--- config.mk ---
export PLATFORM = sky130hd
export DESIGN_NAME = ram_rr_arbiter
export DESIGN_NICKNAME = d
export VERILOG_FILES = /design/src/rtl/ram_rr_arbiter.sv
export SDC_FILE = /design/constraint.sdc
export NUM_CORES = 1
export LEC_CHECK = 0
export BUFFER_PORTS_ARGS = -buffer_cell sky130_fd_sc_hd__buf_2
export CAP_MARGIN = 0
export CORE_MARGIN = 2
export CORE_UTILIZATION = 40
export CTS_CLUSTER_SIZE = 8
export DETAILED_ROUTE_END_ITERATION = 10
export PLACE_DENSITY_LB_ADDON = 0.12
export SLEW_MARGIN = 20
export SYNTH_ARGS = -nofsm -noshare
export SYNTH_HDL_FRONTEND = slang
export SYNTH_SLANG_ARGS = --single-unit
--- constraint.sdc ---
create_clock -name clk_i -period 3.8 [get_ports clk_i]
set_input_delay 0.38 -clock clk_i [delete_from_list [all_inputs] [get_ports clk_i]]
set_output_delay 0.38 -clock clk_i [all_outputs]
set_load 0.1 [all_outputs]
--- src/rtl/ram_rr_arbiter.sv ---
`default_nettype none
// ============================================================================
// Module   : ram_rr_arbiter
// Purpose  : Round-robin arbiter/sequencer sharing one port of a 16x16
//            dual-port RAM among up to NREQ requesters. Each grant performs
//            one read or write. The result is returned with a one-cycle ack.
// Options  : ARB_FIXED_PRIO0_EN - requester 0 always wins when requesting;
//            the others rotate among themselves.
// Revision : 1.0 - initial release
// ============================================================================
module ram_rr_arbiter #(
    parameter int NREQ = 4,
    parameter int AW   = 4,
    parameter int DW   = 16
) (
    input  logic               clk_i,
    input  logic               rst_ni,
    input  logic [NREQ-1:0]    req_i,
    input  logic [NREQ-1:0]    req_we_i,
    input  logic [NREQ*AW-1:0] req_addr_i,
    input  logic [NREQ*DW-1:0] req_wdata_i,
    output logic [NREQ-1:0]    ack_o,
    output logic [DW-1:0]      rdata_o,
    output logic [NREQ-1:0]    grant_o,
    output logic               busy_o,
    output logic               ram_en_o,
    output logic               ram_we_o,
    output logic [AW-1:0]      ram_addr_o,
    output logic [DW-1:0]      ram_din_o,
    input  logic [DW-1:0]      ram_dout_i
);

    localparam int IW = (NREQ > 1) ? $clog2(NREQ) : 1;

`ifdef ARB_FIXED_PRIO0_EN
    localparam bit FIXED0 = 1'b1;
`else
    localparam bit FIXED0 = 1'b0;
`endif

    typedef enum logic [1:0] {
        IDLE    = 2'd0,
        ACCESS  = 2'd1,
        CAPTURE = 2'd2,
        DONE    = 2'd3
    } state_t;

    state_t             state_q, state_d;
    logic [IW-1:0]      last_q, last_d;
    logic               we_q, we_d;
    logic [NREQ-1:0]    grant_q, grant_d;
    logic [NREQ-1:0]    ack_q, ack_d;
    logic [DW-1:0]      rdata_q, rdata_d;
    logic               ram_en_q, ram_en_d;
    logic               ram_we_q, ram_we_d;
    logic [AW-1:0]      ram_addr_q, ram_addr_d;
    logic [DW-1:0]      ram_din_q, ram_din_d;

    logic               win_found;
    logic [IW-1:0]      win_idx;
    logic               win_upd;
    logic [IW-1:0]      cand_idx;

    // Winner search: first requester after the last owner, wrapping around.
    // With fixed priority, requester 0 pre-empts and leaves the pointer alone.
    always_comb begin
        win_found = 1'b0;
        win_idx   = '0;
        win_upd   = 1'b1;
        cand_idx  = '0;
        if (FIXED0 && req_i[0]) begin
            win_found = 1'b1;
            win_idx   = '0;
            win_upd   = 1'b0;
        end else begin
            for (int k = 1; k <= NREQ; k++) begin
                cand_idx = IW'((int'(last_q) + k) % NREQ);
                if (!win_found && req_i[cand_idx] && !(FIXED0 && cand_idx == '0)) begin
                    win_found = 1'b1;
                    win_idx   = cand_idx;
                end
            end
        end
    end

    // Sequencer next-state and registered-output logic.
    always_comb begin
        state_d    = state_q;
        last_d     = last_q;
        we_d       = we_q;
        grant_d    = grant_q;
        ack_d      = '0;
        rdata_d    = rdata_q;
        ram_en_d   = 1'b0;
        ram_we_d   = 1'b0;
        ram_addr_d = ram_addr_q;
        ram_din_d  = ram_din_q;
        case (state_q)
            IDLE: begin
                if (win_found) begin
                    state_d    = ACCESS;
                    grant_d    = NREQ'(1) << win_idx;
                    if (win_upd) begin
                        last_d = win_idx;
                    end
                    // The RAM port registers double as the request latches.
                    we_d       = req_we_i[win_idx];
                    ram_en_d   = 1'b1;
                    ram_we_d   = req_we_i[win_idx];
                    ram_addr_d = req_addr_i[int'(win_idx)*AW +: AW];
                    ram_din_d  = req_wdata_i[int'(win_idx)*DW +: DW];
                end
            end
            ACCESS: begin
                if (we_q) begin
                    state_d = DONE;
                    ack_d   = grant_q;
                end else begin
                    state_d = CAPTURE;
                end
            end
            CAPTURE: begin
                rdata_d = ram_dout_i;
                ack_d   = grant_q;
                state_d = DONE;
            end
            DONE: begin
                state_d = IDLE;
                grant_d = '0;
            end
            default: begin
                state_d = IDLE;
                grant_d = '0;
            end
        endcase
    end

    // State and output registers with synchronous active-low reset.
    always_ff @(posedge clk_i) begin
        if (!rst_ni) begin
            state_q    <= IDLE;
            last_q     <= IW'(NREQ - 1);
            we_q       <= 1'b0;
            grant_q    <= '0;
            ack_q      <= '0;
            rdata_q    <= '0;
            ram_en_q   <= 1'b0;
            ram_we_q   <= 1'b0;
            ram_addr_q <= '0;
            ram_din_q  <= '0;
        end else begin
            state_q    <= state_d;
            last_q     <= last_d;
            we_q       <= we_d;
            grant_q    <= grant_d;
            ack_q      <= ack_d;
            rdata_q    <= rdata_d;
            ram_en_q   <= ram_en_d;
            ram_we_q   <= ram_we_d;
            ram_addr_q <= ram_addr_d;
            ram_din_q  <= ram_din_d;
        end
    end

    assign ack_o      = ack_q;
    assign rdata_o    = rdata_q;
    assign grant_o    = grant_q;
    assign busy_o     = (state_q != IDLE);
    assign ram_en_o   = ram_en_q;
    assign ram_we_o   = ram_we_q;
    assign ram_addr_o = ram_addr_q;
    assign ram_din_o  = ram_din_q;

endmodule
`default_nettype wire

==> flow_summary.html, run 1 <==
<table>
<tr><th>Metric</th><th>Value</th></tr>
<tr><th colspan="2">Global routing</th></tr>
<tr><td>Global routing met1 resource utilization</td><td>0.217</td></tr>
<tr><td>Routing usage on met3</td><td>0.0446</td></tr>
<tr><td>Number of global-route vias before repair</td><td>1983</td></tr>
<tr><td>First-pass GRT wire length</td><td>8980 um</td></tr>
<tr><td>Met2 layer usage reported by global route</td><td>0.287</td></tr>
<tr><td>Total gr overflow</td><td>0</td></tr>
<tr><td>Gr busiest metal</td><td>met2</td></tr>
<tr><td>Global-route total usage across every layer</td><td>0.170</td></tr>
<tr><td>Initial antenna violation count</td><td>0</td></tr>
<tr><td>Maximum number of pins on one net before global-route repair</td><td>33</td></tr>
<tr><th colspan="2">Synth</th></tr>
<tr><td>Synthesized Nets</td><td>between 300 and 400</td></tr>
<tr><td>Average footprint of a synthesized cell</td><td>between 10 and 15 um2</td></tr>
<tr><td>Synth cell types</td><td>35</td></tr>
<tr><td>Portion of the post-synthesis area used by sequential elements</td><td>0.414</td></tr>
<tr><td>Count of synthesis-stage warnings from yosys</td><td>0</td></tr>
<tr><td>Netlist area before placement</td><td>~0.0025 mm2</td></tr>
<tr><td>Cell count after synthesis</td><td>245</td></tr>
<tr><td>Yosys reg bits</td><td>51</td></tr>
<tr><th colspan="2">Power</th></tr>
<tr><td>Combinational group share of total power</td><td>0.647</td></tr>
<tr><td>Flop pwr share</td><td>0.259</td></tr>
<tr><td>Net Switching</td><td>1.82 mW</td></tr>
<tr><td>Largest voltage drop on the vdd net</td><td>between 400 and 500 uV</td></tr>
<tr><td>Int Pwr</td><td>1.29 mW</td></tr>
<tr><td>Sw Share</td><td>0.585</td></tr>
<tr><td>Relative contribution of the clock network to total power</td><td>0.095</td></tr>
<tr><td>Standby leakage power</td><td>1.64 nW</td></tr>
<tr><td>Total power divided by cell area</td><td>938 mW/mm2</td></tr>
<tr><th colspan="2">Timing</th></tr>
<tr><td>Actual slew at the worst max-slew pin</td><td>0.957 ns</td></tr>
<tr><td>Fraction of the cycle the final worst path needs</td><td>0.628</td></tr>
<tr><td>Final hold viol count</td><td>0</td></tr>
<tr><td>Sum of negative setup slack</td><td>0 ns</td></tr>
<tr><td>RSZ-0062 raised after global routing</td><td>no</td></tr>
<tr><td>Headroom to the max-slew limit</td><td>0.362</td></tr>
<tr><td>Highest attainable clock frequency</td><td>0.419 GHz</td></tr>
<tr><td>Count of final setup violators</td><td>0</td></tr>
<tr><td>PnR worst setup slack</td><td>1.41 ns</td></tr>
<tr><td>Hold Slack</td><td>roughly 0.31 ns</td></tr>
<tr><td>Final critical delay including setup and external delays</td><td>2.39 ns</td></tr>
<tr><td>Number of max-slew violations in the final report</td><td>0</td></tr>
<tr><td>Setup Skew</td><td>0.00817 ns</td></tr>
<tr><th colspan="2">Drt</th></tr>
<tr><td>Remaining DRCs</td><td>0</td></tr>
<tr><td>Count of antenna-violating nets left after detailed routing</td><td>0</td></tr>
<tr><td>Via-to-Cell Ratio</td><td>around 5.0</td></tr>
<tr><td>Total Wirelength</td><td>6130 um</td></tr>
<tr><td>1st-iter DRT viols</td><td>47</td></tr>
<tr><td>Average detailed-routed wire length per instance</td><td>13.1 um</td></tr>
<tr><td>Vias</td><td>around 2.3k</td></tr>
<tr><td>First-pass iteration count of the detailed router</td><td>4</td></tr>
<tr><th colspan="2">Hold path</th></tr>
<tr><td>Hold Path Sink</td><td>last_q[1]</td></tr>
<tr><td>Hold depth</td><td>2</td></tr>
<tr><td>Worst min path class</td><td>in2reg</td></tr>
<tr><td>Worst hold start</td><td>rst_ni</td></tr>
<tr><th colspan="2">Worst setup path</th></tr>
<tr><td>Setup Crit Path Kind</td><td>reg2reg</td></tr>
<tr><td>Reg2reg end</td><td>ram_din_o[14]</td></tr>
<tr><td>Cell count of the worst reg-to-reg path</td><td>5</td></tr>
<tr><td>Kind of capture point of the worst setup path</td><td>flop</td></tr>
<tr><td>Critical-path maximum fanout</td><td>32</td></tr>
<tr><td>Reg-to-reg startpoint</td><td>last_q[1]</td></tr>
<tr><td>Reg-to-reg setup timing slack</td><td>1.41 ns</td></tr>
<tr><td>Nature of the critical path startpoint</td><td>flop</td></tr>
<tr><td>CP Data Arrival Time</td><td>around 2.5 ns</td></tr>
<tr><td>Critical path required time</td><td>3.94 ns</td></tr>
<tr><th colspan="2">Run</th></tr>
<tr><td>Max-capacitance violation count</td><td>0</td></tr>
<tr><th colspan="2">Final layout</th></tr>
<tr><td>Most frequent cells in the layout</td><td>152 x sky130_fd_sc_hd__buf_2, 59 x sky130_fd_sc_hd__mux2i_1, 51 x sky130_fd_sc_hd__dfxtp_1, 29 x sky130_fd_sc_hd__nand2_1, 21 x sky130_fd_sc_hd__o221ai_1</td></tr>
<tr><td>Share of post-route cells with drive strength above 1</td><td>0.427</td></tr>
<tr><td>Layout fillers</td><td>~560</td></tr>
<tr><td>Final nets</td><td>~500</td></tr>
<tr><td>Most common library cell in the layout ignoring fill and taps</td><td>sky130_fd_sc_hd__buf_2</td></tr>
<tr><td>Antenna Cells</td><td>0</td></tr>
<tr><td>Final cell count without fillers</td><td>466</td></tr>
<tr><td>Layout area overhead</td><td>34.0%</td></tr>
<tr><th colspan="2">Placement</th></tr>
<tr><td>Setup slack after placement</td><td>1.35 ns</td></tr>
<tr><td>Placed Cells incl. Taps</td><td>between 400 and 500</td></tr>
<tr><td>Routability cong.</td><td>between 0.7 and 0.8</td></tr>
<tr><td>Port-buffer cells</td><td>between 150 and 200</td></tr>
<tr><td>Post-detail-place hpwl</td><td>4660 um</td></tr>
<tr><th colspan="2">Clock network</th></tr>
<tr><td>Clk_lat worst skew</td><td>between 0.2 and 0.3 ns</td></tr>
<tr><td>PostCTS Resize Cnt</td><td>0</td></tr>
<tr><td>CTS clk-pin slew, worst paths</td><td>0.08 ns</td></tr>
<tr><td>Number of setup buffers added after CTS</td><td>0</td></tr>
<tr><td>Clock Root Buffer</td><td>sky130_fd_sc_hd__clkbuf_8</td></tr>
<tr><td>Clock H-tree levels</td><td>2</td></tr>
<tr><td>Maximum root-to-sink buffer count</td><td>2</td></tr>
<tr><td>Number of buffers added by the clock tree synthesis step</td><td>5</td></tr>
<tr><td>Clock net sink count</td><td>51</td></tr>
<tr><td>Post-CTS Hold Fix Bufs</td><td>0</td></tr>
<tr><td>CTS tree</td><td>done</td></tr>
<tr><th colspan="2">Status</th></tr>
<tr><td>Result of the run</td><td>complete, no violations</td></tr>
<tr><th colspan="2">Floorplanning</th></tr>
<tr><td>Number of top-level pins</td><td>153</td></tr>
<tr><td>Floorplan die area</td><td>0.00682 mm2</td></tr>
<tr><td>Area of the core region</td><td>just under 0.006 mm2</td></tr>
<tr><td>Die W</td><td>82.6 um</td></tr>
<tr><td>Vert. Die Dim</td><td>82.6 um</td></tr>
<tr><td>Number of core rows</td><td>28</td></tr>
<tr><td>Initial core utilization</td><td>0.414</td></tr>
</table>
-- power by group through the flow --
stage / Clock, mW / Combinational [mW] / Sequential, mW
after floorplan: 0 / 0.707 / 1.84
after global placement: 0 / 2.01 / 0.812
after detailed placement: 0 / 2.02 / 0.813
after CTS: 0.308 / 2.02 / 0.804
after global routing: 0.332 / 2.11 / 0.826
final: 0.293 / 2.01 / 0.802
-- synthesized netlist by cell type, drive strengths merged --
library cell	count	share of area
o21bai	1	0.0030
a21o	1	0.0030
ha	5	0.025
dfxtp	51	0.41
nand2	29	0.044
buf	13	0.042
a211oi	1	0.0030
o22ai	1	0.0025
o221ai	21	0.075
nand3	2	0.0041
a211o	1	0.0035
nand4	2	0.0051
o21ba	1	0.0041
and2	5	0.013
or2	1	0.0025
o21ai	2	0.0056
nor4	1	0.0025
o41ai	1	0.011
nor2	20	0.031
o31a	1	0.0035
o2bb2ai	1	0.0035
clkbuf	3	0.0046
and3b	1	0.0035
o31ai	1	0.0030
a2bb2oi	1	0.0061
o211ai	3	0.0091
nor2b	2	0.0051
a221oi	1	0.0035
inv	4	0.0061
a21boi	1	0.0030
a21oi	8	0.016
mux2i	59	0.24
-- sequential cells by signal, summed over array words and instances (netlist names) --
register	cells
ack_o	4
grant_o	4
last_q	2
ram_addr_o	4
ram_din_o	16
ram_en_o	1
ram_we_o	1
rdata_o	16
state_q	2
we_q	1
-- worst max-delay path: stages, from the launching register on --
cell,delay [ns]
sky130_fd_sc_hd__dfxtp_1,0.49
sky130_fd_sc_hd__and3b_1,0.23
sky130_fd_sc_hd__o31a_2,0.78
sky130_fd_sc_hd__buf_4,0.34
sky130_fd_sc_hd__mux2i_1,0.25
sky130_fd_sc_hd__o221ai_1,0.13
-- cells by family after synthesis --
kind of cell / Yosys count / synth area share
fa+ha+maj: 5 / 0.0253
simple gates: 63 / 0.111
buf+inv: 20 / 0.0522
flops: 51 / 0.414
mux: 59 / 0.239
compound gates: 47 / 0.159
-- worst max-delay path by stage --
| stage | startpoint | to | slack (ns) |
|---|---|---|---|
| global placement | req_i[0] | ram_din_o[11] | 1.45 |
| finish | last_q[1] | ram_din_o[14] | 1.41 |
| detailed placement | req_i[0] | ram_din_o[13] | 1.35 |
| global route | state_q[0] | ram_din_o[13] | 1.10 |
| CTS | last_q[1] | ram_din_o[13] | 1.40 |
| floorplan | state_q[0] | busy_o | 2.10 |
-- metrics by stage --
step,area (um2),total power [mW],utilization
6_report,3310,3.10,0.555
3_5_place_dp,3230,2.83,0.542
4_1_cts,3310,3.13,0.555
2_1_floorplan,2470,2.55,-
5_1_grt,3310,3.27,0.555
3_3_place_gp,3230,2.82,0.542
-- per-layer routing --
metal  up-vias  wire (um)
li1       1184          -
met1      1047       2630
met2        90       2930
met3         5        529
met4         0         45
met5         -          0
-- area by class of cell --
class	instances	area (um2)	area share
clock buffers	7	76.3	0.0231
clock inverters	1	5.00	0.00151
inverters	4	15.0	0.00454
multi-input cells	174	1320	0.399
flip-flops and latches	51	1020	0.309
well taps	75	93.8	0.0284
repair buffers	154	776	0.235
No activity file was read; power rests on OpenSTA's default activity.
==> run 2: changes to the inputs <==
--- a/config.mk
+++ b/config.mk
@@ -8,7 +8,7 @@
 export BUFFER_PORTS_ARGS = -buffer_cell sky130_fd_sc_hd__buf_2
 export CAP_MARGIN = 0
 export CORE_MARGIN = 2
-export CORE_UTILIZATION = 40
+export CORE_UTILIZATION = 39
 export CTS_CLUSTER_SIZE = 8
 export DETAILED_ROUTE_END_ITERATION = 10
 export PLACE_DENSITY_LB_ADDON = 0.12
==> constraint.sdc (replaced) <==
create_clock -name clk_i -period 2 [get_ports clk_i]
set_input_delay 0.2 -clock clk_i [delete_from_list [all_inputs] [get_ports clk_i]]
set_output_delay 0.2 -clock clk_i [all_outputs]
set_load 0.1 [all_outputs]
==> flow_summary.html, run 2 (same netlist as run 1, synthesis figures left out) <==
<table>
<tr><th>Metric</th><th>Value</th></tr>
<tr><th colspan="2">Timing</th></tr>
<tr><td>Headroom to the max-slew limit</td><td>0.598</td></tr>
<tr><td>Fraction of the cycle the final worst path needs</td><td>0.901</td></tr>
<tr><td>Final critical delay including setup and external delays</td><td>1.80 ns</td></tr>
<tr><td>Final hold viol count</td><td>0</td></tr>
<tr><td>Hold Slack</td><td>0.133 ns</td></tr>
<tr><td>Count of final setup violators</td><td>0</td></tr>
<tr><td>RSZ-0062 raised after global routing</td><td>no</td></tr>
<tr><td>Actual slew at the worst max-slew pin</td><td>between 0.6 and 0.7 ns</td></tr>
<tr><td>Highest attainable clock frequency</td><td>0.555 GHz</td></tr>
<tr><td>Number of max-slew violations in the final report</td><td>0</td></tr>
<tr><td>Setup Skew</td><td>0.00921 ns</td></tr>
<tr><td>Sum of negative setup slack</td><td>0 ns</td></tr>
<tr><th colspan="2">Drt</th></tr>
<tr><td>Count of antenna-violating nets left after detailed routing</td><td>0</td></tr>
<tr><td>Average detailed-routed wire length per instance</td><td>13.6 um</td></tr>
<tr><td>Via-to-Cell Ratio</td><td>4.91</td></tr>
<tr><td>Remaining DRCs</td><td>0</td></tr>
<tr><td>Total Wirelength</td><td>6430 um</td></tr>
<tr><td>First-pass iteration count of the detailed router</td><td>4</td></tr>
<tr><td>Vias</td><td>2322</td></tr>
<tr><td>1st-iter DRT viols</td><td>between 90 and 100</td></tr>
<tr><th colspan="2">Clock network</th></tr>
<tr><td>CTS clk-pin slew, worst paths</td><td>roughly 0.090 ns</td></tr>
<tr><td>Maximum root-to-sink buffer count</td><td>2</td></tr>
<tr><td>Number of buffers added by the clock tree synthesis step</td><td>5</td></tr>
<tr><td>CTS tree</td><td>done</td></tr>
<tr><td>Post-CTS Hold Fix Bufs</td><td>0</td></tr>
<tr><td>Clock H-tree levels</td><td>2</td></tr>
<tr><td>Clk_lat worst skew</td><td>0.30 ns</td></tr>
<tr><td>Number of setup buffers added after CTS</td><td>0</td></tr>
<tr><td>Clock Root Buffer</td><td>sky130_fd_sc_hd__clkbuf_8</td></tr>
<tr><td>Clock net sink count</td><td>51</td></tr>
<tr><th colspan="2">Hold path</th></tr>
<tr><td>Worst min path class</td><td>in2reg</td></tr>
<tr><th colspan="2">Power</th></tr>
<tr><td>Largest voltage drop on the vdd net</td><td>1110 uV</td></tr>
<tr><td>Total power divided by cell area</td><td>1770 mW/mm2</td></tr>
<tr><td>Standby leakage power</td><td>roughly 1.7 nW</td></tr>
<tr><td>Total power draw</td><td>6.00 mW</td></tr>
<tr><th colspan="2">Floorplanning</th></tr>
<tr><td>Floorplan die area</td><td>0.00698 mm2</td></tr>
<tr><td>Area of the core region</td><td>0.00603 mm2</td></tr>
<tr><td>Vert. Die Dim</td><td>83.6 um</td></tr>
<tr><td>Die W</td><td>83.6 um</td></tr>
<tr><td>Initial core utilization</td><td>0.410</td></tr>
<tr><td>Number of top-level pins</td><td>153</td></tr>
<tr><td>Number of core rows</td><td>28</td></tr>
<tr><th colspan="2">Global routing</th></tr>
<tr><td>Total gr overflow</td><td>0</td></tr>
<tr><td>Initial antenna violation count</td><td>0</td></tr>
<tr><td>First-pass GRT wire length</td><td>around 11000 um</td></tr>
<tr><td>Global-route total usage across every layer</td><td>0.183</td></tr>
<tr><td>Maximum number of pins on one net before global-route repair</td><td>24</td></tr>
<tr><td>Number of global-route vias before repair</td><td>2272</td></tr>
<tr><th colspan="2">Placement</th></tr>
<tr><td>Post-detail-place hpwl</td><td>4940 um</td></tr>
<tr><td>Area after DPL</td><td>0.00330 mm2</td></tr>
<tr><td>Routability cong.</td><td>0.779</td></tr>
<tr><td>Port-buffer cells</td><td>152</td></tr>
<tr><th colspan="2">Worst setup path</th></tr>
<tr><td>Nature of the critical path startpoint</td><td>flop</td></tr>
<tr><td>Critical-path maximum fanout</td><td>6</td></tr>
<tr><td>Setup Crit Path Kind</td><td>reg2out</td></tr>
<tr><td>CP Data Arrival Time</td><td>1.60 ns</td></tr>
<tr><td>Critical path required time</td><td>1.80 ns</td></tr>
<tr><td>Kind of capture point of the worst setup path</td><td>output port</td></tr>
<tr><th colspan="2">Final layout</th></tr>
<tr><td>Utilization after layout</td><td>0.563</td></tr>
<tr><td>Layout area overhead</td><td>37.4%</td></tr>
<tr><td>Share of post-route cells with drive strength above 1</td><td>0.437</td></tr>
<tr><td>Post-layout instance area</td><td>0.00339 mm2</td></tr>
<tr><td>Layout fillers</td><td>587</td></tr>
<tr><td>Most common library cell in the layout ignoring fill and taps</td><td>sky130_fd_sc_hd__buf_2</td></tr>
<tr><td>Most frequent cells in the layout</td><td>152 x sky130_fd_sc_hd__buf_2, 59 x sky130_fd_sc_hd__mux2i_1, 51 x sky130_fd_sc_hd__dfxtp_1, 29 x sky130_fd_sc_hd__nand2_1, 21 x sky130_fd_sc_hd__o221ai_1</td></tr>
<tr><td>Antenna Cells</td><td>0</td></tr>
<tr><td>Final nets</td><td>slightly above 500</td></tr>
<tr><th colspan="2">Status</th></tr>
<tr><td>Result of the run</td><td>complete, no violations</td></tr>
<tr><th colspan="2">Run</th></tr>
<tr><td>Max-capacitance violation count</td><td>0</td></tr>
</table>
[run 2: cell count changes in the layout (fill, tap and decap cells not counted), sizes merged]
cell  before  now
buf      154  161
[run 2: where the power goes]
group	switching, mW	internal [mW]	leakage [nW]	total (mW)
Clock	0.318	0.246	0.0422	0.564
Sequential	0.176	1.34	0.418	1.51
Combinational	2.99	0.935	1.22	3.93
[run 2: worst paths after layout]
path | start | to | slack (ns) | cells after the start
worst max-delay path | state_q[1] | busy_o | 0.20 | 4
worst min-delay path | ram_dout_i[11] | rdata_o[11] | 0.13 | 3
worst max register to register | state_q[0] | ram_addr_o[3] | 0.21 | 7
worst min register to register | ram_din_o[13] | ram_din_o[13] | 0.46 | 2
[run 2: cell type report]
| type | instances | area, um2 | area share |
|---|---|---|---|
| tap | 75 | 93.8 | 0.0277 |
| sequential | 51 | 1020 | 0.301 |
| inverter | 4 | 15.0 | 0.00443 |
| clock buffer | 7 | 76.3 | 0.0225 |
| multi-input combinational | 174 | 1330 | 0.391 |
| clock inverter | 1 | 5.00 | 0.00148 |
| timing repair buffer | 161 | 853 | 0.252 |
[run 2: worst max-delay path: stages, from the launching register on]
cell                      delay [ns]
sky130_fd_sc_hd__dfxtp_1        0.41
sky130_fd_sc_hd__inv_1          0.11
sky130_fd_sc_hd__ha_1           0.28
sky130_fd_sc_hd__inv_1          0.09
sky130_fd_sc_hd__buf_2          0.42
[run 2: through the flow]
| step | cells | setup slack (ns) |
|---|---|---|
| after global routing | 473 | 0.0432 |
| after floorplan | 245 | 0.398 |
| after CTS | 473 | 0.0444 |
| final | 473 | 0.198 |
| after detailed placement | 465 | 0.0539 |
| after global placement | 465 | 0.0871 |
[run 2: repair_timing]
item / CTS / global route
setup endpoints to repair: 0 / 22
endpoints found under the hold margin: 0 / 0
resized for setup: 0 / 1
[run 2: per-layer routing]
layer  vias to the layer above  share of wire  global-route usage
met5                         -              0                   0
met2                        94           0.47               0.307
met1                      1024           0.43               0.225
li1                       1197              -                   -
met3                         7          0.085              0.0574
met4                         0          0.011              0.0499
